==> src/rtl/ginv_pkg.sv <==
// Shared mode encodings and the per-beat transform for the ginv inverter pipeline.
package ginv_pkg;

  localparam logic [1:0] MODE_PASS   = 2'b00;
  localparam logic [1:0] MODE_INV    = 2'b01;
  localparam logic [1:0] MODE_MASK   = 2'b10;
  localparam logic [1:0] MODE_TOGGLE = 2'b11;

  // Transform is computed at a fixed maximum width; callers cast down to their WIDTH.
  localparam int GINV_MAX_W = 64;

  typedef logic [GINV_MAX_W-1:0] ginv_word_t;

  function automatic ginv_word_t ginv_xform(input ginv_word_t d,
                                            input logic [1:0] mode,
                                            input ginv_word_t mask,
                                            input logic t);
    ginv_word_t r;
    case (mode)
      MODE_PASS: r = d;
      MODE_INV:  r = ~d;
      MODE_MASK: r = d ^ mask;
      default:   r = d ^ {GINV_MAX_W{t}};
    endcase
    return r;
  endfunction

endpackage

==> src/rtl/ginv_stage.sv <==
// One valid/data register slice of the ginv pipeline with a combinational ready pass-through.
module ginv_stage
  import ginv_pkg::*;
#(
  parameter int WIDTH = 8
) (
  input  logic             clk,
  input  logic             rst_n,
  input  logic             up_valid,
  input  logic [WIDTH-1:0] up_data,
  input  logic             down_ready,
  output logic             valid,
  output logic [WIDTH-1:0] data,
  output logic             ready
);

  assign ready = ~valid | down_ready;

  // Data only loads with a real beat, so an emptied slice keeps showing its last value.
  always_ff @(posedge clk) begin
    if (!rst_n) begin
      valid <= 1'b0;
      data  <= '0;
    end else if (ready) begin
      valid <= up_valid;
      if (up_valid) begin
        data <= up_data;
      end
    end
  end

endmodule

==> src/rtl/ginv_pipe.sv <==
// Pipelined WIDTH-bit inverter bank: per-beat mode transform, then STAGES handshake slices.
module ginv_pipe
  import ginv_pkg::*;
#(
  parameter int WIDTH  = 8,
  parameter int STAGES = 2
) (
  input  logic             clk,
  input  logic             rst_n,
  input  logic             in_valid,
  output logic             in_ready,
  input  logic [WIDTH-1:0] in_data,
  input  logic [1:0]       mode,
  input  logic [WIDTH-1:0] mask,
  output logic             out_valid,
  input  logic             out_ready,
  output logic [WIDTH-1:0] out_data,
  output logic             busy
);

  logic             t;
  logic             accept;
  logic [WIDTH-1:0] xf;

  logic [STAGES-1:0] v;
  logic [STAGES:0]   rdy;
  logic [STAGES-1:0] up_v;
  logic [WIDTH-1:0]  up_d  [STAGES];
  logic [WIDTH-1:0]  sdata [STAGES];

  assign in_ready = rst_n & rdy[0];
  assign accept   = in_valid & in_ready;

  assign xf = WIDTH'(ginv_xform(GINV_MAX_W'(in_data), mode, GINV_MAX_W'(mask), t));

  // Toggle phase advances only on accepted TOGGLE beats; any other accepted mode restarts it.
  always_ff @(posedge clk) begin
    if (!rst_n) begin
      t <= 1'b0;
    end else if (accept) begin
      t <= (mode == MODE_TOGGLE) ? ~t : 1'b0;
    end
  end

  assign rdy[STAGES] = out_ready;

  for (genvar k = 0; k < STAGES; k++) begin : g_stage
    if (k == 0) begin : g_head
      assign up_v[k] = in_valid;
      assign up_d[k] = xf;
    end else begin : g_body
      assign up_v[k] = v[k-1];
      assign up_d[k] = sdata[k-1];
    end

    ginv_stage #(
      .WIDTH(WIDTH)
    ) u_stage (
      .clk       (clk),
      .rst_n     (rst_n),
      .up_valid  (up_v[k]),
      .up_data   (up_d[k]),
      .down_ready(rdy[k+1]),
      .valid     (v[k]),
      .data      (sdata[k]),
      .ready     (rdy[k])
    );
  end

  assign out_valid = v[STAGES-1];
  assign out_data  = sdata[STAGES-1];
  assign busy      = |v;

endmodule

==> config.mk <==
export PLATFORM = sky130hd
export DESIGN_NAME = ginv_pipe
export DESIGN_NICKNAME = d
export VERILOG_FILES = /design/src/rtl/ginv_pkg.sv /design/src/rtl/ginv_stage.sv /design/src/rtl/ginv_pipe.sv
export SDC_FILE = /design/constraint.sdc
export NUM_CORES = 1
export LEC_CHECK = 0
export CAP_MARGIN = 20
export CORE_MARGIN = 1
export CORE_UTILIZATION = 43
export CTS_CLUSTER_DIAMETER = 200
export CTS_CLUSTER_SIZE = 30
export DETAILED_ROUTE_END_ITERATION = 6
export GPL_TIMING_DRIVEN = 1
export PLACE_DENSITY = 0.82
export SKIP_CTS_REPAIR_TIMING = 1
export SYNTH_ARGS = -nofsm -noshare
export SYNTH_HDL_FRONTEND = slang
export SYNTH_SLANG_ARGS = --single-unit
==> constraint.sdc <==
create_clock -name clk -period 1.6 [get_ports clk]
set_input_delay 0.24 -clock clk [delete_from_list [all_inputs] [get_ports clk]]
set_output_delay 0.24 -clock clk [all_outputs]
set_load 0.02 [all_outputs]
# Yosys cells after proc, flatten, opt, wreduce, memory -nomap -nowiden
# Cells that the tools add are included.
# op_classes
n_eq_ne,3
mux,2
bitwise,10
reduce_logical,4
# op_table
cell,count
$pmux W8 S3,1
$xor A8 B8 Y8,2
$not A8 Y8,1
$eq A2 B2 Y1 const B,2
$reduce_and A2 Y1,2
$not A1 Y1,3
$and A1 B1 Y1,2
$eq A2 B1 Y1 const B,1
$logic_not A2 Y1,1
$or A1 B1 Y1,2
$reduce_or A2 Y1,1
$mux W1,1
# totals
regBits,19
output_inout_bits,11
wordCells,24

# Longest topological paths before layout
# depth
word_depth,5
ltp_mapped,6
mapped_depth_nobuf,3

# Cells and area by module
# Synthesis repeated with hierarchy kept, for this count alone.
# hier_totals
hier_cells,116
hier_area_um2,1016.0
# by_module_without_submodules
mod,n_inst,cells_per_inst,area_each_um2,seq_area_each_um2
ginv_stage,2,40,375.4,180.2
ginv_pipe,1,36,265.3,20.0

# Worst setup path before layout
# No wires, ideal clock.
# synth_path
path_type,in2reg
from,in mode[0]
to,reg g_stage[0].u_stage.data[1]
arrival_time_ps,1329
slack_ps,181
stages,6
path_buffers,3
cell_sequence,buf_4 -> and3b_1 -> buf_6 -> buf_6 -> or3_1 -> a311oi_1
# synth_between
elab_chain_len,2
word_cells_on_any_way,4
# synth_lines
item,line,rtl
start: declaration,ginv_pipe.sv:13,"input logic [1:0] mode,"
$eq A2 B2 Y1 (tied with other cells),ginv_pkg.sv:19,case (mode)
$pmux W8 S3 (*),ginv_pkg.sv:19,
end signal: assignment,ginv_stage.sv:27,data <= up_data;
end: declaration,ginv_stage.sv:13,"output logic [WIDTH-1:0] data,"
# Mark *: on every way between the ends. The rest lies on a longest branch, timed or not.
# A chain may end at the register's enable or synchronous reset.

# Final worst setup path
# layout_path
from,reg g_stage[1].u_stage.data[7]
to,out out_data[7]
# layout_rtl
item,line,rtl
start: declaration,ginv_stage.sv:13,
start signal: assignment,ginv_stage.sv:27,
end: declaration,ginv_pipe.sv:17,"output logic [WIDTH-1:0] out_data,"
# No word-level cell between the ends.

==> flow_summary.rst <==
.. list-table::
   :header-rows: 1

   * - Metric
     - Value
   * - Internal cell power
     - around 710 uW
   * - Sequential cell fraction of total power
     - 0.539
   * - Syn Inst Count
     - approximately 110
   * - Min-delay worst type
     - reg -> reg
   * - Final worst clock skew
     - 0.00759 ns
   * - Total number of vias
     - 930
   * - Sort of element at the end of the critical path
     - output pin
   * - Count of buffering cells on the critical path with inverters included
     - 1
   * - Overall die area
     - ~2300 um^2
   * - Cell area after synthesis
     - 903 um^2
   * - Area of the core
     - about 2000 um^2
   * - Die extent in y
     - between 40 and 50 um
   * - Leak
     - between 0.0005 and 0.0006 uW
   * - Growth of design area from synthesis to finish
     - 44.7%
   * - Sequential share of the synthesized area
     - 0.421
   * - Worst relative slew slack
     - 0.609
   * - Crit-path cells
     - clkdlybuf4s50_1
   * - Worst path setup slack after routing
     - about 0.11 ns
   * - Clock period minus worst slack
     - about 1.5 ns
   * - TritonCTS clock tree
     - built
   * - CP startpoint kind
     - flip-flop
   * - Number of I/O pins
     - 33
   * - Row count
     - 16
   * - Maximum number of pins on one net before global-route repair
     - 20
   * - Die extent in x
     - roughly 48 um
   * - Via count of the first global-routing pass
     - between 700 and 800
   * - Fmax
     - between 600 and 700 MHz
   * - Reg2Reg Setup Slack
     - between 0.1 and 0.15 ns
   * - Crit path max-delay cell type
     - sky130_fd_sc_hd__clkdlybuf4s50_1
   * - Synth warn
     - 0
   * - Placed cell count
     - ~170
   * - Cell at the root of the clock tree
     - sky130_fd_sc_hd__clkbuf_4
   * - Fraction of final layout cells sized beyond drive strength 1
     - 0.166
   * - WS Path Type
     - reg -> out
   * - Final layout net count
     - ~170
   * - Antenna Violating Nets Remaining
     - 0
   * - IO Port Bufs
     - 32
   * - Crit path max fanout
     - 2
   * - CTS buffer count
     - 3
   * - Clock-pin slew on the worst setup and hold paths
     - 0.10 ns
   * - DP Worst Slack
     - -0.211 ns
   * - Placed wire-length estimate after detailed placement
     - approximately 1600 um
   * - Routed length per placed instance
     - roughly 11 um
   * - Post-synthesis register bit count
     - 19
   * - Share of power burned in combinational logic
     - 0.221
   * - Net switching power of the design
     - around 240 uW
   * - Post-synth cell types
     - 17
   * - Final cell area excluding filler cells
     - 1310 um^2
   * - Total detailed-routing wirelength
     - approximately 1900 um
   * - Areal power density over the cells
     - ~730 nW/um^2
   * - Worst-case vdd ir drop
     - 0.365 mV
   * - Ratio of final minimum period to clock period
     - 0.930
   * - First-pass iteration count of the detailed router
     - 4
   * - Crit path DAT
     - 1.25 ns
   * - Largest delay share family, worst path
     - buffers and inverters
   * - Switching Fraction
     - 0.249
   * - Clock power frac
     - 0.240
   * - Count of max-cap constraint violations
     - 0
   * - Final antenna diode count
     - 0
   * - CP max stage delay
     - 0.61 ns
   * - Count of placed standard cells in the final layout, fillers left out
     - about 170
   * - Number of H-tree branching levels
     - 1
   * - Worst-margin pin slew
     - 0.586 ns
   * - Grt total ovfl
     - 0
   * - DRC viols
     - 0
   * - Routability congestion estimate
     - approximately 0.78
   * - Antenna violations before repair
     - 0
   * - Slew Viols, Final
     - 0
   * - Post-DR vias/cell
     - 5.41
   * - Total global routing track utilization
     - 0.178
   * - First-pass GRT wire length
     - ~2900 um
   * - TritonCTS Sinks
     - 19
   * - Overall power consumption
     - ~950 uW
   * - Synth Net Count
     - around 130
   * - Worst-skew pair later-pin latency
     - 0.29 ns
   * - Initial Utilization
     - 0.460
   * - Number of hold violations in the final report
     - 0
   * - Worst Path Required
     - roughly 1.4 ns
   * - Iteration-0 DRC count of the detailed router
     - 15
   * - Final number of setup-violating endpoints
     - 0
   * - Area post-placement
     - ~1300 um^2
   * - Bufs on Longest Clock Path
     - 2
   * - Average cell area after synthesis
     - slightly above 8 um^2
   * - Setup repair after global routing missed its margin
     - false
   * - Run status
     - completed
## flip-flops by register name (all words and copies together), names as in the netlist
signal	flops
g_stage.u_stage.valid	2
g_stage.u_stage.data	16
t	1
## per-layer routing
metal	track usage	wire length, um	up-vias	share of wire
met5	0	0	-	0
met4	0.0500	8	0	0.0041
met3	0.0226	113	2	0.058
met2	0.346	981	33	0.51
met1	0.199	838	418	0.43
li1	-	-	477	-
## final timing paths
kind,from,endpoint,cells after the start
hold / removal,g_stage[0].u_stage.data[1],g_stage[1].u_stage.data[1],2
hold reg to reg,g_stage[0].u_stage.data[1],g_stage[1].u_stage.data[1],2
setup / recovery,g_stage[1].u_stage.data[7],out_data[7],1
setup reg to reg,g_stage[1].u_stage.valid,g_stage[0].u_stage.data[4],4
## power by group through the flow
stage / clock [uW] / combinational [uW] / sequential, uW
floorplan: 0 / 103 / 532
global placement: 0 / 206 / 524
detailed placement: 0 / 211 / 525
CTS: 237 / 212 / 514
global route: 250 / 232 / 517
finish: 228 / 210 / 514
## final cells by class
cell class / instances / area, um^2
flip-flops and latches: 19 / 380
inverters: 3 / 11.3
fillers: 192 / 654
repair buffers: 43 / 410
multi-input cells: 76 / 445
clock buffers: 4 / 26.3
well taps: 27 / 33.8
## per-stage QoR
step           TNS (ns)  hold WS (ns)  utilization
2_1_floorplan         0         0.391            -
3_3_place_gp      -1.37         0.457        0.649
3_5_place_dp      -1.68         0.461        0.649
4_1_cts          -0.302         0.477        0.662
5_1_grt               0         0.498        0.666
6_report              0         0.474        0.666
## logic make-up (layout without fill, tap and decap cells)
| family | count (synthesis) | after routing | share of synthesized area |
|---|---|---|---|
| flip-flops | 19 | 19 | 0.421 |
| buffers and inverters | 14 | 50 | 0.0873 |
| AO/OA/AOI/OAI | 54 | 54 | 0.338 |
| AND/OR/NAND/NOR | 22 | 22 | 0.154 |
## cells in the mapped netlist
cell type,n,area [um^2]
sky130_fd_sc_hd__nor2b_1,1,6.26
sky130_fd_sc_hd__nand2b_1,1,6.26
sky130_fd_sc_hd__o21ai_0,16,80.1
sky130_fd_sc_hd__or3_2,7,52.6
sky130_fd_sc_hd__nand3_1,9,45.0
sky130_fd_sc_hd__dfxtp_1,19,380
sky130_fd_sc_hd__or2_2,1,6.26
sky130_fd_sc_hd__inv_1,3,11.3
sky130_fd_sc_hd__nand3b_1,1,7.51
sky130_fd_sc_hd__and3b_1,1,8.76
sky130_fd_sc_hd__buf_4,1,7.51
sky130_fd_sc_hd__clkbuf_1,7,26.3
sky130_fd_sc_hd__buf_6,3,33.8
sky130_fd_sc_hd__or3_1,1,6.26
sky130_fd_sc_hd__a311oi_1,8,70.1
sky130_fd_sc_hd__a21bo_2,1,10.0
sky130_fd_sc_hd__a21oi_1,29,145
## cells in the final DEF, fill, tap and decap left out, types with 3 or more instances in the layout
master	netlist	routed
sky130_fd_sc_hd__a21oi_1	29	29
sky130_fd_sc_hd__or3_2	7	7
sky130_fd_sc_hd__dlymetal6s2s_1	0	3
sky130_fd_sc_hd__a311oi_1	8	8
sky130_fd_sc_hd__clkdlybuf4s50_1	0	29
sky130_fd_sc_hd__o21ai_0	16	16
sky130_fd_sc_hd__inv_1	3	3
sky130_fd_sc_hd__clkbuf_4	0	3
sky130_fd_sc_hd__nand3_1	9	9
sky130_fd_sc_hd__dfxtp_1	19	19
sky130_fd_sc_hd__buf_4	1	11
No activity file was read; power rests on OpenSTA's default activity.
